File: src/rtl/count_uart_pkg.sv
// count_uart_pkg: shared types and constants for the counter UART transmitter.
package count_uart_pkg;
    localparam int DATA_W = 8;
    localparam logic TX_IDLE_LVL = 1'b1;
    typedef enum logic [2:0] {IDLE, START, DATA, PARITY, STOP} tx_state_t;
endpackage

File: src/rtl/count_uart_tx_if.sv
// count_uart_tx_if: valid/ready byte handshake feeding the UART transmitter.
interface count_uart_tx_if import count_uart_pkg::*; ();
    logic [DATA_W-1:0] in_data;
    logic              in_valid;
    logic              in_ready;
    modport master (output in_data, output in_valid, input in_ready);
    modport slave (input in_data, input in_valid, output in_ready);
endinterface

File: src/rtl/count_uart_baud.sv
// count_uart_baud: bit-cycle counter, pulses bit_done on the last cycle of each UART bit.
module count_uart_baud #(
    parameter int CLKS_PER_BIT = 16
) (
    input  logic clk,
    input  logic rst_n,
    input  logic clear,
    output logic bit_done
);
    localparam int CW = $clog2(CLKS_PER_BIT);
    logic [CW-1:0] cnt;
    assign bit_done = cnt == CW'(CLKS_PER_BIT - 1);
    always_ff @(posedge clk or negedge rst_n) begin
        if (!rst_n) cnt <= '0;
        else        cnt <= (clear || bit_done) ? '0 : cnt + 1'b1;
    end
endmodule

File: src/rtl/count_uart_tx.sv
// count_uart_tx: 8N1 LSB-first UART transmitter with valid/ready byte input.
// Define UART_TX_PARITY_EN to insert an even-parity bit between data and stop.
module count_uart_tx import count_uart_pkg::*; #(
    parameter int CLKS_PER_BIT = 16
) (
    input  logic             clk,
    input  logic             rst_n,
    count_uart_tx_if.slave   bus,
    output logic             tx,
    output logic             busy
);
    tx_state_t         state, state_nxt;
    logic [DATA_W-1:0] shift, shift_nxt;
    logic [2:0]        idx, idx_nxt;
    logic              tx_nxt;
    logic              bit_done;
    count_uart_baud #(.CLKS_PER_BIT(CLKS_PER_BIT)) u_baud (
        .clk      (clk),
        .rst_n    (rst_n),
        .clear    (state == IDLE),
        .bit_done (bit_done)
    );
    assign bus.in_ready = state == IDLE;
    assign busy         = state != IDLE;
`ifdef UART_TX_PARITY_EN
    logic par;
    always_ff @(posedge clk or negedge rst_n) begin
        if (!rst_n)                              par <= 1'b0;
        else if (state == IDLE && bus.in_valid)  par <= ^bus.in_data;
    end
`endif
    always_ff @(posedge clk or negedge rst_n) begin
        if (!rst_n) begin
            state <= IDLE;
            shift <= '0;
            idx   <= '0;
            tx    <= TX_IDLE_LVL;
        end else begin
            state <= state_nxt;
            shift <= shift_nxt;
            idx   <= idx_nxt;
            tx    <= tx_nxt;
        end
    end
    always_comb begin
        state_nxt = state;
        shift_nxt = shift;
        idx_nxt   = idx;
        case (state)
            IDLE: if (bus.in_valid) begin
                state_nxt = START;
                shift_nxt = bus.in_data;
                idx_nxt   = '0;
            end
            START: if (bit_done) state_nxt = DATA;
            DATA: if (bit_done) begin
                shift_nxt = shift >> 1;
                idx_nxt   = idx + 3'd1;
`ifdef UART_TX_PARITY_EN
                if (idx == 3'd7) state_nxt = PARITY;
`else
                if (idx == 3'd7) state_nxt = STOP;
`endif
            end
`ifdef UART_TX_PARITY_EN
            PARITY: if (bit_done) state_nxt = STOP;
`endif
            STOP: if (bit_done) state_nxt = IDLE;
            default: state_nxt = IDLE;
        endcase
        // tx is registered, so it is derived from the state being entered
        tx_nxt = state_nxt == START ? 1'b0 :
                 state_nxt == DATA  ? shift_nxt[0] : TX_IDLE_LVL;
`ifdef UART_TX_PARITY_EN
        if (state_nxt == PARITY) tx_nxt = par;
`endif
    end
endmodule

File: src/flat_wrapper.sv
// flat-port wrapper written by rule: the top's interface ports become plain ports
module count_uart_tx_flat import count_uart_pkg::*;
#(
    parameter int CLKS_PER_BIT = 16
)
  (clk, rst_n, tx, busy, bus_in_data, bus_in_valid, bus_in_ready);
  count_uart_tx_if bus_i ();
  input  logic clk;
  input  logic rst_n;
  output logic tx;
  output logic busy;
  input wire logic [$bits(bus_i.in_data)-1:0] bus_in_data;
  input wire logic [$bits(bus_i.in_valid)-1:0] bus_in_valid;
  output wire logic [$bits(bus_i.in_ready)-1:0] bus_in_ready;
  assign bus_i.in_data = bus_in_data;
  assign bus_i.in_valid = bus_in_valid;
  assign bus_in_ready = bus_i.in_ready;
  count_uart_tx #(.CLKS_PER_BIT(CLKS_PER_BIT)) u_core (.clk(clk), .rst_n(rst_n), .bus(bus_i), .tx(tx), .busy(busy));
endmodule
File: config.mk
export PLATFORM = sky130hd
export DESIGN_NAME = count_uart_tx_flat
export DESIGN_NICKNAME = d
export VERILOG_FILES = /design/src/rtl/count_uart_pkg.sv /design/src/rtl/count_uart_tx_if.sv /design/src/rtl/count_uart_baud.sv /design/src/rtl/count_uart_tx.sv /design/src/flat_wrapper.sv
export SDC_FILE = /design/constraint.sdc
export NUM_CORES = 1
export LEC_CHECK = 0
export ABC_AREA = 0
export BUFFER_PORTS_ARGS = -buffer_cell sky130_fd_sc_hd__buf_2
export CORE_UTILIZATION = 35
export DETAILED_ROUTE_END_ITERATION = 7
export GPL_TIMING_DRIVEN = 1
export SLEW_MARGIN = 20
export SYNTH_ARGS = -nofsm -noshare
export SYNTH_HDL_FRONTEND = slang
export SYNTH_SLANG_ARGS = --single-unit
File: constraint.sdc
create_clock -name clk -period 1.4 [get_ports clk]
set_input_delay 0.21 -clock clk [delete_from_list [all_inputs] [get_ports clk]]
set_output_delay 0.21 -clock clk [all_outputs]
set_load 0.02 [all_outputs]
Word-level counts from Yosys, hierarchy flattened. Index checks and enable logic that the tools add are counted.

Word-level logic and storage cells: 37. Flip-flop bits (word level): 19. Output and inout bits: 3. Bits of input ports: 11.

Reductions and logical operators: 5. Eq/ne operators: 9. $add $sub $neg: 2. Multiplexer cells: 15.

Operators by type and width (count): 3-bit 2-to-1 mux (7); 8-bit 2-to-1 mux (2); 8-bit one-hot mux with 2 select lines (1); 3-bit one-hot mux with 4 select lines (1); 3-bit by 1-bit equality test with 1-bit output (second input constant) (2); 3-bit by 2-bit equality test with 1-bit output (second input constant) (2); 3-bit equality test (second input constant) (2); 3-bit one-hot mux with 2 select lines (1); 4-bit by 1-bit adder with 4-bit output (second input constant) (1); 4-bit equality test (second input constant) (1); 4-bit 2-to-1 mux (1); 2-bit != test (second input constant) (2); 3-bit by 1-bit adder with 3-bit output (second input constant) (1); 3-bit logical NOT (1); 3-bit AND reduction (1); 3-bit nonzero test (1); 1-bit 2-to-1 mux (2); 2-bit nonzero test (1); 1-bit logical OR (1).

Logic depth before layout (Yosys ltp). Gate-level depths: netlist of the first run.

Depth after elaboration: 7. Mapped depth: 5.

Cells and area by module. A second synthesis of the first run with hierarchy kept.

Cells, all modules: 88. Area total of the unflattened synthesis: 952.2 µm².

By module, submodules not included: count_uart_tx (instances 1, area each 780.7 µm², cells each 75); count_uart_baud (instances 1, area each 171.4 µm², cells each 13).

Worst setup path before layout of the first run. OpenSTA, ideal clock, no wires.

Path kind: register to register. From: reg u_core.u_baud.cnt[0]. To: reg u_core.shift[1]. Required time: 1.274 ns. Stages on the path, launching flop included: 6. Clock period less this slack: 1.512 ns. Arrival: 1.386 ns. Path buffers: 1. Setup slack: -0.112 ns. Cells stage by stage: dfrtp_1 -> ha_1 -> and3_1 -> clkbuf_1 -> and3_1 -> a221o_1.

Cells in the longest elaborated chain, start to end: 3.

Ends and longest elaborated chain: from (decl) (RTL line count_uart_baud.sv:11) `logic [CW-1:0] cnt;`; from (signal assigned) (RTL line count_uart_baud.sv:15) `else cnt <= (clear || bit_done) ? '0 : cnt + 1'b1;`; 4-bit equality test (RTL line count_uart_baud.sv:12) `assign bit_done = cnt == CW'(CLKS_PER_BIT - 1);`; 2-bit != test (no source line); 3-bit AND reduction (no source line); to (signal assigned) (RTL line count_uart_tx.sv:40) `shift <= shift_nxt;`; to (decl) (RTL line count_uart_tx.sv:13) `logic [DATA_W-1:0] shift, shift_nxt;`.

Every way passes these cells. A chain may end at the register's enable or synchronous reset.

Final worst setup path of the first run.
From: reg u_core.state[2]. To: out busy.

Cells in the longest elaborated chain, start to end: 1.

Ends and longest elaborated chain: from (decl) (RTL line count_uart_tx.sv:12) `tx_state_t state, state_nxt;`; from (signal assigned) (RTL line count_uart_tx.sv:39) `state <= state_nxt;`; 3-bit nonzero test (RTL line count_uart_tx.sv:24) `assign busy = state != IDLE;`; to (decl) (RTL line flat_wrapper.sv:11) `output logic busy;`.

Every way passes these cells.

==> results of run 1 <==
final cells by class:
class | instances | area [µm²] | area share [%]
inverters | 2 | 10.0 | 0.770
flip-flops and latches | 19 | 479 | 36.9
clock inverters | 1 | 5.00 | 0.385
repair buffers | 40 | 304 | 23.4
clock buffers | 3 | 22.5 | 1.73
well taps | 30 | 37.5 | 2.89
multi-input cells | 53 | 442 | 34.0
final timing paths:
kind	cells past startpoint	end	from	slack, ns
hold reg to reg	1	u_core.shift[2]	u_core.shift[2]	0.52
min in group asynchronous	2	u_core.shift[2]	rst_n	0.37
setup / recovery	3	busy	u_core.state[2]	-0.21
max in group asynchronous	2	u_core.tx	rst_n	0.70
setup reg to reg	9	u_core.u_baud.cnt[2]	u_core.state[2]	-0.14
hold / removal	3	u_core.shift[7]	bus_in_data[7]	0.12
sequential cells by signal, summed over array words and instances (netlist names):
name               flops
u_core.shift           8
u_core.u_baud.cnt      4
u_core.idx             3
u_core.state           3
u_core.tx              1
layer usage:
metal  vias to the layer above  global-route usage [%]
met5                         -                       0
met1                       400                    22.4
met3                         2                    1.72
met2                        10                    23.8
met4                         0                    9.65
li1                        371                       -
cells by family (layout without fill, tap and decap cells):
group	count (synthesis)	in the layout
compound gates	16	16
xor+xnor	2	2
fa+ha+maj	3	3
buf+inv	6	46
flops	19	19
mux	1	1
simple gates	31	31
worst min-delay path, stage by stage:
cell     delay, ns
buf_2         0.08
nand2_1       0.04
o21ai_0       0.06
through the flow:
stage,worst slack [ns],cell area (µm²),power (µW),utilization (%)
after CTS,-0.222,1260,900,51.3
after global placement,-0.137,1090,608,44.3
after global routing,-0.269,1300,927,53.0
final,-0.210,1300,885,53.0
after detailed placement,-0.169,1090,609,44.3
after floorplan,-0.0558,910,581,-
synth_stat cells (2+ instances only):
master	instances
and3_1	8
nand3_1	4
inv_1	2
nand2_1	6
or3b_2	2
o21ai_0	3
nand3b_1	2
a221o_1	6
nor2_1	4
dfrtp_1	18
ha_1	3
repair_timing:
| item | in CTS | in global routing |
|---|---|---|
| setup endpoints to repair | 18 | 21 |
| buffers inserted | 11 | 3 |
| resized for setup | 12 | 8 |
| hold buffers | 1 | 0 |
| endpoints found under the hold margin | 18 | 0 |
| pin swaps | 2 | 2 |
where the power goes:
part,switching (µW),internal [µW],total (µW)
clock network,179,106,286
logic,18.2,19.8,38.0
registers,4.20,557,562
==> impl_metrics.ini, run 1 <==
[outcome]
status = finished, violations left
violations = setup timing

[power]
max-vdd-ir-drop_uv = 562
power.density_nw_per_um2 = 681
power.leakage_uw = 0.000633

[setup_path]
worstPathBufferInverterCount = 2
start_kind = flop
crit_fanout = 3
worstPathRequired_ns = 1.19
crit_path_end_kind = output port
crit_chain = buf_6, or3_4, buf_2
worst_ep_arrival_time_ns = 1.40
worstSetupPathType = flop to output port
max_stage_delay_ns = 0.42
crit_family = flip-flops
critPathSlowestCell = dfrtp_1

[synth]
synth_area_um2 = 906
yosys.area.top_type = dfrtp_1
syn-num-nets = 92
ys_async_sr_fraction_pct = 100
synth_area_per_cell_um2 = 11.6
synth_xor_area_share_pct = 1.93
synth-compound-area-share_pct = 14.0
synth_top_family_by_area = simple AND/OR/NAND/NOR gates
syn_inst = 78
yosys-top-cells-area = dfrtp_1 50%, a221o_1 6.6%, and3_1 5.5%
synthFlopType = dfrtp_1
yosys.area_share.simple_pct = 22.2
synth_edf_count = 0
ys_warn_count = 0
synth_top_area_share_pct = 49.7
muxShareOfSynthArea_pct = 1.24
synthAdderAreaFrac_pct = 4.14
synth.yosys.seq_area_share_pct = 52.6
yosysUniqueCellTypes = 31
ys_ff_latch = 19

[timing]
finalMaxSlewViolations = 0
tightest_slew_ns = 0.436
fin_setup_tns_ns = -2.23
period_minus_slack_ns = 1.61
setup_slack_ns = -0.210
finalSetupViolCount = 19
hold_slack_ns = 0.123
slew_headroom_pct = 71.0
fin_skew_ns = 0.00144
hold_viol_final = 0
period_share_pct = 115
rsz0062_at_grt = true
max_freq_mhz = 621

[die]
fp.dieH_um = 52.9
die_area_um2 = 2800
coreArea_um2 = 2450
io-pin-count = 14
start_util_pct = 36.9
die_w_um = 52.9
row_count = 18

[routing]
dr_wl_met2_um = 940
viasPerCell = 5.29
drt_iter0_drc = 27
drtAntennaViolNets = 0
wl_per_cell_um = 13.2
first_pass_iters = 4
wirelength_mm = 1.96
vias = 783
drt-met1-wl_um = 950
dr_wl_met3_um = 52
route.detailed.drc = 0
maxUsedRoutingLayer = met4

[layout]
final_cell_mix = 21 x buf_4, 16 x dfrtp_1, 12 x buf_2, 6 x and3_1, 6 x a221o_1
nets = 133
layout_commonest_cell = buf_4
num-fill-cells = 216
area_growth_pct = 43.5
antennaDiodeCount = 0
final_cells = 148
drive_above_1_share_pct = 51.7

[cts]
clock-sinks = 19
clockRootBuffer = clkbuf_4
htree_levels = 1
numCtsBuffers = 3
clockBufferDepth = 2
clk_pin_slew_ns = 0.11
clock_latency_ns = 0.30
cts_tree = yes

[grt]
grt_pass1_vias = 751
overflow = 0
antenna_found_initial = 0
grt_max_degree = 20
track_usage_pct = 16.1
grt_pass1_wl_mm = 3.25

[placement]
portBuffers = 13
gp_congestion = 0.754
hpwl_mm = 1.29
place_inst = 131

[run]
drv_cap = 0

[min_path]
hp-class = primary input to flop
(Power assumes the default switching activity.)
==> run 2: changes to the inputs <==
ABC_AREA = 1   (was 0)
==> run 2 against run 1 <==
Against the previous run: design area shrank 11%; clock power is essentially flat; final cell count increased by 2.0%; utilization shrank 6.7 points; count of clock-buffer cells in the layout unchanged; first-iteration DRC count shrank 59%; fmax rose by 21%; via count down 8.4%; synthesized area rose by 3.7%; the run now ends clean; clock skew increased by 0.0077 ns; hold slack worse by 0.015 ns; largest power group unchanged.
==> impl_metrics.ini, run 2 <==
[die]
io-pin-count = 14
die_area_um2 = 2900
die_w_um = 53.8
coreArea_um2 = 2500
start_util_pct = 37.6
fp.dieH_um = 53.8
row_count = 18

[layout]
multi_input_area_um2 = 440
drive_above_1_share_pct = 38.0
nets = 136
layout_commonest_cell = nand2_1
postLayoutCoreUtil_pct = 46.3
largest_register_ffs = 8
num-fill-cells = 239
seq_area_um2 = 478
final_cell_mix = 28 x nand2_1, 17 x dfrtp_1, 12 x buf_2, 7 x buf_4, 6 x a22oi_1
regMostFlops = u_core.shift
antennaDiodeCount = 0
area_growth_pct = 23.2
top_regs = u_core.shift: 8 flops, u_core.u_baud.cnt: 4 flops

[timing]
period_share_pct = 94.8
setup_slack_ns = 0.0732
period_minus_slack_ns = 1.33
slew_headroom_pct = 72.1
finalSetupViolCount = 0
max_freq_mhz = 754
tightest_slew_ns = 0.419
fin_setup_tns_ns = 0
finalMaxSlewViolations = 0
hold_viol_final = 0
fin_skew_ns = 0.00911

[power]
seq_power_share_pct = 59.1
swShare_pct = 26.0
max-vdd-ir-drop_uv = 674
power.density_nw_per_um2 = 848
p_comb_share_pct = 11.5
power.leakage_uw = 0.000617
switchingPower_uw = 256
p_int_uw = 726
p_clk_share_pct = 29.4

[cts]
htree_levels = 1
clk_pin_slew_ns = 0.12
numCtsBuffers = 3
clock_latency_ns = 0.30
cts_tree = yes
clockBufferDepth = 2
clock-sinks = 19
clockRootBuffer = clkbuf_4

[synth]
synth_top_area_share_pct = 47.9
yosys-top-cells-area = dfrtp_1 48%, nand2_1 11%, nor2_8 6.4%
ys_async_sr_fraction_pct = 100
synth_area_per_cell_um2 = 9.79
synth_edf_count = 0
yosys.area.top_type = dfrtp_1
yosysUniqueCellTypes = 22
synth_most_common_cell = nand2_1
syn-num-nets = 110
netlist_top_cells_count = 28 x nand2_1, 18 x dfrtp_1, 6 x a22oi_1
ys_ff_latch = 19
ys_warn_count = 0
synth_area_um2 = 940
synthFlopType = dfrtp_1
syn_inst = 96
synth.yosys.seq_area_share_pct = 50.7

[setup_path]
worstSetupPathType = flop to flop
crit_path_end_kind = flop
worst_ep_arrival_time_ns = 1.56
worstPathRequired_ns = 1.63
start_kind = flop
crit_fanout = 7

[routing]
viasPerCell = 4.75
drtAntennaViolNets = 0
wirelength_mm = 1.78
wl_per_cell_um = 11.8
route.detailed.drc = 0
vias = 717
first_pass_iters = 4
drt_iter0_drc = 11

[placement]
gp_congestion = 0.727
place_ws_ns = 0.0398
portBuffers = 13
hpwl_mm = 1.27

[min_path]
hp-class = primary input to flop

[grt]
grt_max_degree = 20
grt_pass1_wl_mm = 3.10
antenna_found_initial = 0
overflow = 0
grt_pass1_vias = 710
track_usage_pct = 15.3

[outcome]
status = complete, no violations

[run]
drv_cap = 0
## run 2: stage by stage
step | total power (µW) | hold slack, ns | cells | instance area, µm²
2_1_floorplan | 650 | -0.0856 | 96 | 940
3_3_place_gp | 691 | 0.167 | 139 | 1040
3_5_place_dp | 692 | 0.173 | 139 | 1040
4_1_cts | 1000 | 0.0956 | 148 | 1120
5_1_grt | 1040 | 0.105 | 151 | 1160
6_report | 982 | 0.109 | 151 | 1160
## run 2: final cells by class
class	instances	area share, %
sequential	19	41.3
multi-input combinational	68	38.1
timing repair buffer	21	11.6
inverter	9	3.24
tap	30	3.24
clock buffer	3	1.95
clock inverter	1	0.649
## run 2: per-layer routing
layer / vias up / GRT usage, % / wire [µm]
li1: 365 / - / -
met1: 338 / 17.5 / 806
met2: 14 / 25.7 / 899
met3: 0 / 5.37 / 69
met4: 0 / 6.14 / 0
met5: - / 0 / 0
## run 2: critical path: stages, from the launching register on
cell and delay (ns):
dfrtp_1 0.42, ha_2 0.23, nand3_4 0.16, clkinv_2 0.09, nand2_2 0.07, nand2_2 0.05, nand2_2 0.07, inv_2 0.04
nor2_2 0.10, nor2_2 0.04
## run 2: final timing paths
check | start | end | slack, ns | cells after the start
max in group asynchronous | rst_n | u_core.tx | 0.71 | 2
hold / removal | bus_in_data[7] | u_core.shift[7] | 0.11 | 3
setup reg to reg | u_core.u_baud.cnt[0] | u_core.tx | 0.07 | 9
min in group asynchronous | rst_n | u_core.u_baud.cnt[0] | 0.35 | 2
setup / recovery | u_core.u_baud.cnt[0] | u_core.tx | 0.07 | 9
hold reg to reg | u_core.shift[1] | u_core.shift[1] | 0.49 | 2
## run 2: repair_timing
item	CTS	global route
hold buffers	1	0
pin swaps	2	3
buffers inserted	4	3
endpoints found under the setup margin	2	12
gates resized for setup	3	4
endpoints found under the hold margin	18	0
## run 2: power by group through the flow
stage               registers, µW  clock network (µW)  logic, µW
finish                        580                 288        113
global route                  582                 326        128
CTS                           581                 308        113
detailed placement            591                   0        101
global placement              591                   0        100
floorplan                     590                   0       59.8
## run 2: kinds of logic after synthesis
| group | synth area share [%] |
|---|---|
| AOI/OAI and AO/OA | 7.72 |
| xor gates and xnor gates | 1.86 |
| adders and majority gates | 4.00 |
| buffers and inverters | 3.73 |
| DFF | 50.7 |
| and+or+nand+nor | 32.0 |
